**src/rtl/store_narrow_serializer.sv**
```systemverilog
// Store-path narrowing unit: truncates a 32-bit store to byte/half/word
// and emits it little-endian as single-byte writes on the memory port.
module store_narrow_serializer #(
  parameter int ADDR_W      = 32,
  parameter bit ALIGN_CHECK = 1'b1
) (
  input  logic              clk,
  input  logic              rst_n,
  input  logic              req_valid,
  output logic              req_ready,
  input  logic [1:0]        req_size,
  input  logic [ADDR_W-1:0] req_addr,
  input  logic [31:0]       req_data,
  output logic              mem_we,
  output logic [ADDR_W-1:0] mem_addr,
  output logic [7:0]        mem_wdata,
  input  logic              mem_ready,
  output logic              busy,
  output logic              done,
  output logic              err
);

  typedef enum logic [1:0] {
    S_IDLE,
    S_WRITE,
    S_DONE,
    S_ERR
  } state_e;

  state_e            state_q, state_d;
  logic [31:0]       data_q, data_d;
  logic [ADDR_W-1:0] base_q, base_d;
  logic [1:0]        idx_q, idx_d;
  logic [1:0]        last_q, last_d;

  logic        bad_req;
  logic [31:0] trunc_data;
  logic [1:0]  req_last;

  // Request legality and width-truncated data
  always_comb begin
    bad_req    = 1'b0;
    trunc_data = 32'h0;
    req_last   = 2'd0;
    unique case (req_size)
      2'b00: begin
        trunc_data = {24'h0, req_data[7:0]};
        req_last   = 2'd0;
      end
      2'b01: begin
        trunc_data = {16'h0, req_data[15:0]};
        req_last   = 2'd1;
        bad_req    = ALIGN_CHECK && req_addr[0];
      end
      2'b10: begin
        trunc_data = req_data;
        req_last   = 2'd3;
        bad_req    = ALIGN_CHECK &&
                     (req_addr[1:0] != 2'b00);
      end
      default: bad_req = 1'b1;
    endcase
  end

  // State and datapath registers
  always_ff @(posedge clk or negedge rst_n) begin
    if (!rst_n) begin
      state_q <= S_IDLE;
      data_q  <= 32'h0;
      base_q  <= '0;
      idx_q   <= 2'd0;
      last_q  <= 2'd0;
    end else begin
      state_q <= state_d;
      data_q  <= data_d;
      base_q  <= base_d;
      idx_q   <= idx_d;
      last_q  <= last_d;
    end
  end

  // Next-state logic and outputs
  always_comb begin
    state_d   = state_q;
    data_d    = data_q;
    base_d    = base_q;
    idx_d     = idx_q;
    last_d    = last_q;
    req_ready = 1'b0;
    mem_we    = 1'b0;
    mem_addr  = '0;
    mem_wdata = 8'h0;
    busy      = 1'b1;
    done      = 1'b0;
    err       = 1'b0;
    unique case (state_q)
      S_IDLE: begin
        req_ready = 1'b1;
        busy      = 1'b0;
        if (req_valid) begin
          if (bad_req) begin
            state_d = S_ERR;
          end else begin
            state_d = S_WRITE;
            data_d  = trunc_data;
            base_d  = req_addr;
            idx_d   = 2'd0;
            last_d  = req_last;
          end
        end
      end
      S_WRITE: begin
        mem_we    = 1'b1;
        mem_addr  = base_q + ADDR_W'(idx_q);
        mem_wdata = data_q[{idx_q, 3'b000} +: 8];
        if (mem_ready) begin
          if (idx_q == last_q) begin
            state_d = S_DONE;
          end else begin
            idx_d = idx_q + 2'd1;
          end
        end
      end
      S_DONE: begin
        done    = 1'b1;
        state_d = S_IDLE;
      end
      S_ERR: begin
        err     = 1'b1;
        state_d = S_IDLE;
      end
      default: state_d = S_IDLE;
    endcase
  end

endmodule

```
**config.mk**
```make
export PLATFORM = sky130hd
export DESIGN_NAME = store_narrow_serializer
export DESIGN_NICKNAME = d
export VERILOG_FILES = /design/src/rtl/store_narrow_serializer.sv
export SDC_FILE = /design/constraint.sdc
export NUM_CORES = 1
export LEC_CHECK = 0
export CORE_ASPECT_RATIO = 0.5
export CORE_MARGIN = 5
export CORE_UTILIZATION = 35
export CTS_CLUSTER_DIAMETER = 120
export DETAILED_ROUTE_END_ITERATION = 10
export PLACE_DENSITY_LB_ADDON = 0.15
export SLEW_MARGIN = 20
export SYNTH_ARGS = -nofsm -noshare
export SYNTH_HDL_FRONTEND = slang
export SYNTH_SLANG_ARGS = --single-unit
```
**constraint.sdc**
```tcl
create_clock -name clk -period 2.9 [get_ports clk]
set_input_delay 0.435 -clock clk [delete_from_list [all_inputs] [get_ports clk]]
set_output_delay 0.435 -clock clk [all_outputs]
set_load 0.005 [all_outputs]
```
==> qor.csv, run 1 <==
metric,value,unit
Yosys cell types,38,
setup violators final,0,
area of the core,11000,µm²
WS Path Type,reg2out,
syn nets,487,
RSZ-0062 raised after global routing,yes,
GRT overflow,0,
Tmin final,2.85,ns
Fin. Hold Viols,0,
crit path DAT,2.42,ns
TritonCTS clock tree,yes,
fraction of registers with async set/reset,100,%
"Req. time, crit path",2.47,ns
Critical Path Fanout Max,7,
IO Port Bufs,114,
Worst-Skew Late Latency,0.33,ns
HPWL after detailed placement,7690,µm
Critical Path Sink Type,primary output,
post-synth top area cell,dfrtp_1,
Max-Cap Viols,0,
Flop pwr share,31.4,%
Internal Power,0.00378,W
Synth area leaders,"dfrtp_1 44%, mux2_2 9.7%, nand2_1 7.7%",
mapped cell area,3960,µm²
final antenna-violating net count,0,
Post-Route WL,11200,µm
Comb power frac,48.7,%
largest net degree at the start of global routing,71,
"Top FF cell, synth",dfrtp_1,
drt pass-1 iters,4,
Yosys reg bits,70,
Avg Inst Size Synth,9.66,µm²
row count,27,
routability cong.,0.754,
Total GRT Usage,16.4,%
R2R depth,5,
Starting Density,36.0,%
first-pass GRT wire length,18100,µm
simple-gate share of the synthesized area,21.1,%
final slew viol count,0,
Leak,2.62,nW
H-tree depth,3,
Switching Share,35.3,%
share of layout cells above drive strength 1,23.1,%
clk_skew,0.00463,ns
worst ir drop on vdd,0.000377,V
share of the synthesized area in the top cell type,44.2,%
Synth Area in Compound Gates,11.3,%
detailed router's first-iteration violation count,141,
die height,85.2,µm
Least-Margin Pin Slew,0.899,ns
YS warnings,0,
clock tree root driver cell,clkbuf_16,
Sw Pwr,0.00206,W
synthesized instance count,410,
Power Dens Cells,977,nW/µm²
clock sink count,70,
TNS Setup,0,ns
CTS max path bufs,2,
# hold bufs at CTS,0,
IO Pins,115,
wire per inst,16.1,µm
Die X,160,µm
Clk pwr share,19.9,%
diode count,0,
capturing point of the worst reg2reg path,data_q[3],
via/cell ratio,5.10,
number of global-route vias before repair,3630,
final net count,622,
initial antenna violation count,0,
Slew HR,40.1,%
Area growth syn-to-layout,50.9,%
Tcrit/Tclk final,98.4,%
R2R Setup Slk,1.07,ns
Num CTS Buffers,9,
number of vias in the routed layout,3543,
multiplexer share of the synthesized area,14.7,%
sequential cell area fraction in the yosys report,44.2,%
max frequency,351,MHz
Non-Filler Instances,695,
Die Footprint,13700,µm²
Synth Area in XOR/XNOR,2.65,%
startpoint type of the worst setup path,register,
CP startpoint,base_q[1],
Placed Cells,663,
reg2reg start,state_q[0],
largest family of logic cells by synthesized area,simple AND/OR/NAND/NOR gates,
HP Class,in2async,
"EDFF count, synth",0,
clk slew on worst S/H paths,0.06,ns
outcome,"finished, final reports clean",
Post-Synth Adder-Cell Area,2.40,%
number of remaining DRC errors,0,
[synth_stat cells (5+ instances only)]
cell	instances
or4_1	11
mux2_2	34
nand2_1	81
buf_2	5
nand4_1	7
clkbuf_1	17
inv_1	8
ha_1	6
nor2_1	18
and2_1	15
mux4_2	8
and4_1	6
dfrtp_1	70
a21oi_1	16
o31ai_1	11
o21ai_0	38
nand3_1	10
xor2_1	10
[worst max path at each step]
stage	end	slack, ns	cells past startpoint
after floorplan	mem_addr[16]	0.62	6
after global placement	mem_addr[31]	0.13	6
after detailed placement	mem_addr[31]	0.08	6
after CTS	mem_addr[21]	0.008	5
after global routing	mem_addr[26]	-0.01	7
final	mem_addr[26]	0.05	7
[power groups by stage]
| stage | Combinational, W | Clock, W | Sequential, W |
|---|---|---|---|
| floorplan | 0.00141 | 0 | 0.00175 |
| global placement | 0.00269 | 0 | 0.00182 |
| detailed placement | 0.00270 | 0 | 0.00183 |
| CTS | 0.00285 | 0.00119 | 0.00182 |
| global route | 0.00313 | 0.00124 | 0.00190 |
| finish | 0.00285 | 0.00116 | 0.00183 |
[what timing repair did]
item                                    in CTS  in global routing
gates cloned                                 2                  1
gates resized for setup                     31                 29
endpoints found under the setup margin      18                 15
pin swaps                                    9                  4
setup buffers                               10                  3
[critical path, cell delays in order, from the launching register on]
cell	delay [ns]
dfrtp_1	0.42
buf_4	0.16
fa_2	0.39
buf_4	0.16
nand2_2	0.14
o31a_1	0.16
o21a_1	0.15
clkdlybuf4s50_1	0.50
[routing by layer]
layer  GRT usage (%)  part of all wire [%]  vias to the layer above
met2            26.8                    47                       85
met3            4.80                   4.7                       11
li1                -                     -                     1737
met5               0                     0                        -
met1            21.3                    47                     1710
met4            4.37                   1.0                        0
[flip-flops by register name, indices dropped and copies added (netlist names)]
signal	cells
base_q	32
data_q	32
idx_q	2
last_q	2
state_q	2
[cell type report]
type | count | area [µm²]
Tap cell | 145 | 181
Clock buffer | 10 | 229
Clock inverter | 6 | 86.3
Inverter | 8 | 30.0
Fill cell | 1021 | 5030
Multi-Input combinational cell | 311 | 2280
Timing Repair Buffer | 145 | 1410
Sequential cell | 70 | 1760
[logic make-up after synthesis]
family,count (synthesis)
mux,44
xor+xnor,12
compound gates,77
buf+inv,32
simple gates,168
flops,70
fa+ha+maj,7
[cell usage in the layout (no fill, tap or decap), types with 4 or more instances in the layout]
cell type / netlist / layout
clkdlybuf4s50_1: 0 / 94
nand2_1: 81 / 79
dfrtp_1: 70 / 67
o21ai_0: 38 / 38
mux2_2: 34 / 34
buf_4: 0 / 30
nor2_1: 18 / 18
and2_1: 15 / 13
dlymetal6s2s_1: 0 / 11
a21oi_1: 16 / 10
xor2_1: 10 / 10
o31ai_1: 11 / 9
nand3_1: 10 / 9
clkbuf_16: 0 / 9
inv_1: 8 / 8
mux4_2: 8 / 8
dlygate4sd2_1: 0 / 8
nand4_1: 7 / 7
or4_1: 11 / 6
a21oi_2: 0 / 6
or4_4: 0 / 5
nand2b_1: 4 / 4
ha_1: 6 / 4
[metrics by stage]
stage	setup slack, ns	utilization, %	instance area (µm²)	total power [W]	hold slack, ns
after floorplan	0.620	-	3960	0.00316	0.139
after global placement	0.128	48.6	5350	0.00450	0.457
after detailed placement	0.0818	48.6	5350	0.00454	0.468
after CTS	0.00770	53.0	5830	0.00586	0.263
after global routing	-0.0107	54.3	5980	0.00628	0.299
final	0.0476	54.3	5980	0.00584	0.231
Note: power is estimated with default switching activity, not from simulation.
==> run 2, diff against run 1 <==
- CAP_MARGIN: not set -> 20
- CELL_PAD_IN_SITES_DETAIL_PLACEMENT: not set -> 1
- CELL_PAD_IN_SITES_GLOBAL_PLACEMENT: not set -> 1
==> run 2 against run 1 <==
Against the previous run:
- sequential share of layout area rose by 0.16 points
- largest power group unchanged
- hold slack better by 0.010 ns
- largest cell class unchanged
- via count grew 2.1%
- utilization fell by 0.34 points
==> qor.csv, run 2 (synthesis results as in run 1) <==
metric,value,unit,change
outcome,"finished, final reports clean",,
Fin. Hold Viols,0,,unchanged
GRT overflow,0,,unchanged
R2R Setup Slk,1.12,ns,+0.05 ns
diode count,0,,unchanged
Tcrit/Tclk final,99.8,%,+1.4 points
Leak,2.60,nW,-0.65%
H-tree depth,3,,unchanged
detailed router's first-iteration violation count,148,,+5.0%
HP Class,in2async,,
largest net degree at the start of global routing,86,,+21%
via/cell ratio,5.20,,+1.9%
highest-delay cell along the critical path,clkdlybuf4s50_1,,
TNS Setup,0,ns,unchanged
Least-Margin Pin Slew,0.921,ns,+0.0216 ns
die height,85.2,µm,unchanged
CP peak stage delay,0.52,ns,+0.02 ns
"most common cell after layout, fill and taps aside",clkdlybuf4s50_1,,
"Req. time, crit path",2.47,ns,about the same
number of vias in the routed layout,3617,,+2.1%
share of layout cells above drive strength 1,22.3,%,-0.77 points
Starting Density,36.0,%,unchanged
final antenna-violating net count,0,,unchanged
drt pass-1 iters,4,,unchanged
Placed Cells,664,,+0.15%
Area after DPL,5340,µm²,about the same
Critical Path Sink Type,primary output,,
clk slew on worst S/H paths,0.05,ns,about the same
Sw Pwr,0.00215,W,+4.4%
Die Footprint,13700,µm²,unchanged
clk_skew,0.00624,ns,+0.00161 ns
TritonCTS clock tree,yes,,
Total GRT Usage,18.2,%,+1.8 points
Final Cell Area,5940,µm²,-0.63%
Area growth syn-to-layout,50.0,%,
IO Port Bufs,114,,unchanged
R2R depth,6,,+1
area of the core,11000,µm²,unchanged
Slew HR,38.6,%,-1.4 points
HPWL after detailed placement,8380,µm,+8.9%
number of global-route vias before repair,3782,,+4.2%
first-pass GRT wire length,20000,µm,+11%
worst path cell trace,ha_4 -> a21o_4 -> nand4_4 -> or4_1 -> a21oi_1 -> clkdlybuf4s50_1,,
Layout fillers,1214,,+19%
Die X,160,µm,unchanged
number of remaining DRC errors,0,,unchanged
final slew viol count,0,,unchanged
IO Pins,115,,unchanged
reg2reg start,state_q[1],,
Crit path buffers/inverters,1,,-2
clock sink count,70,,unchanged
Clk pwr share,19.0,%,-0.9 points
Non-Filler Instances,696,,+0.14%
Switching Share,36.5,%,+1.3 points
startpoint type of the worst setup path,register,,
Worst-Skew Late Latency,0.33,ns,about the same
worst ir drop on vdd,0.000404,V,+7.1%
setup violators final,0,,unchanged
Tmin final,2.89,ns,+0.0412 ns
CP top delay family,simple AND/OR/NAND/NOR gates,,
Post-Route WL,12900,µm,+15%
RSZ-0062 raised after global routing,yes,,
CTS max path bufs,2,,unchanged
Max-Cap Viols,0,,unchanged
Internal Power,0.00374,W,-1.2%
Critical Path Fanout Max,5,,-2
crit path DAT,2.46,ns,+0.04 ns
clock tree root driver cell,clkbuf_16,,
wire per inst,18.5,µm,+15%
Total Power,0.00589,W,+0.73%
Power Dens Cells,991,nW/µm²,+1.4%
initial antenna violation count,0,,unchanged
max frequency,346,MHz,-1.4%
most frequent cells in the layout,"94 x clkdlybuf4s50_1, 77 x nand2_1, 68 x dfrtp_1, 38 x o21ai_0, 34 x mux2_2",,
row count,27,,unchanged
final net count,623,,+0.16%
routability cong.,0.772,,+2.4%
Comb power frac,49.5,%,+0.8 points
Flop pwr share,31.4,%,about the same
Largest regs,"base_q (32), data_q (32)",,
Num CTS Buffers,9,,unchanged
WS Path Type,reg2out,,
capturing point of the worst reg2reg path,idx_q[1],,
==> run 2: final cells by class <==
| cell class | instances | area, µm² | share of cell area, % |
|---|---|---|---|
| Timing Repair Buffer | 146 | 1410 | 23.7 |
| Clock buffer | 13 | 260 | 4.38 |
| Clock inverter | 3 | 42.5 | 0.716 |
| Sequential cell | 70 | 1750 | 29.5 |
| Inverter | 8 | 30.0 | 0.505 |
| Tap cell | 145 | 181 | 3.05 |
| Multi-Input combinational cell | 311 | 2260 | 38.1 |
==> run 2: power by group through the flow <==
stage | logic [W] | registers (W) | clock network, W
floorplan | 0.00141 | 0.00175 | 0
global placement | 0.00271 | 0.00181 | 0
CTS | 0.00289 | 0.00182 | 0.00114
global route | 0.00319 | 0.00191 | 0.00120
detailed placement | 0.00277 | 0.00184 | 0
finish | 0.00292 | 0.00185 | 0.00112
==> run 2: repair_timing <==
action	4_1_cts	5_1_grt
pin swaps	5	5
gates resized for setup	35	24
hold buffers	0	0
cloned	2	1
endpoints found under the hold margin	0	0
buffers inserted	9	4
endpoints found under the setup margin	18	14
==> run 2: metrics by stage <==
stage / hold slack [ns] / setup WS, ns / utilization (%)
2_1_floorplan: 0.139 / 0.620 / -
3_3_place_gp: 0.459 / 0.117 / 48.5
3_5_place_dp: 0.470 / 0.0281 / 48.5
4_1_cts: 0.289 / 0.000674 / 52.8
5_1_grt: 0.315 / -0.0450 / 54.0
6_report: 0.241 / 0.00642 / 54.0
==> run 2: layer usage <==
layer / vias up / global-route usage [%] / share of wire (%) / routed length, µm
met4: 0 / 3.98 / 0.75 / 97
met2: 94 / 31.6 / 49 / 6380
met3: 13 / 4.90 / 4.7 / 609
met1: 1767 / 23.0 / 45 / 5800
li1: 1743 / - / - / -
met5: - / 0 / 0 / 0
==> run 2: worst max path at each step <==
stage / endpoint / depth (start not counted) / start
floorplan: mem_addr[16] / 6 / idx_q[0]
global placement: mem_addr[20] / 7 / base_q[0]
detailed placement: mem_addr[16] / 7 / idx_q[0]
CTS: mem_addr[29] / 5 / base_q[5]
global route: mem_addr[29] / 8 / idx_q[1]
finish: mem_addr[29] / 6 / idx_q[1]
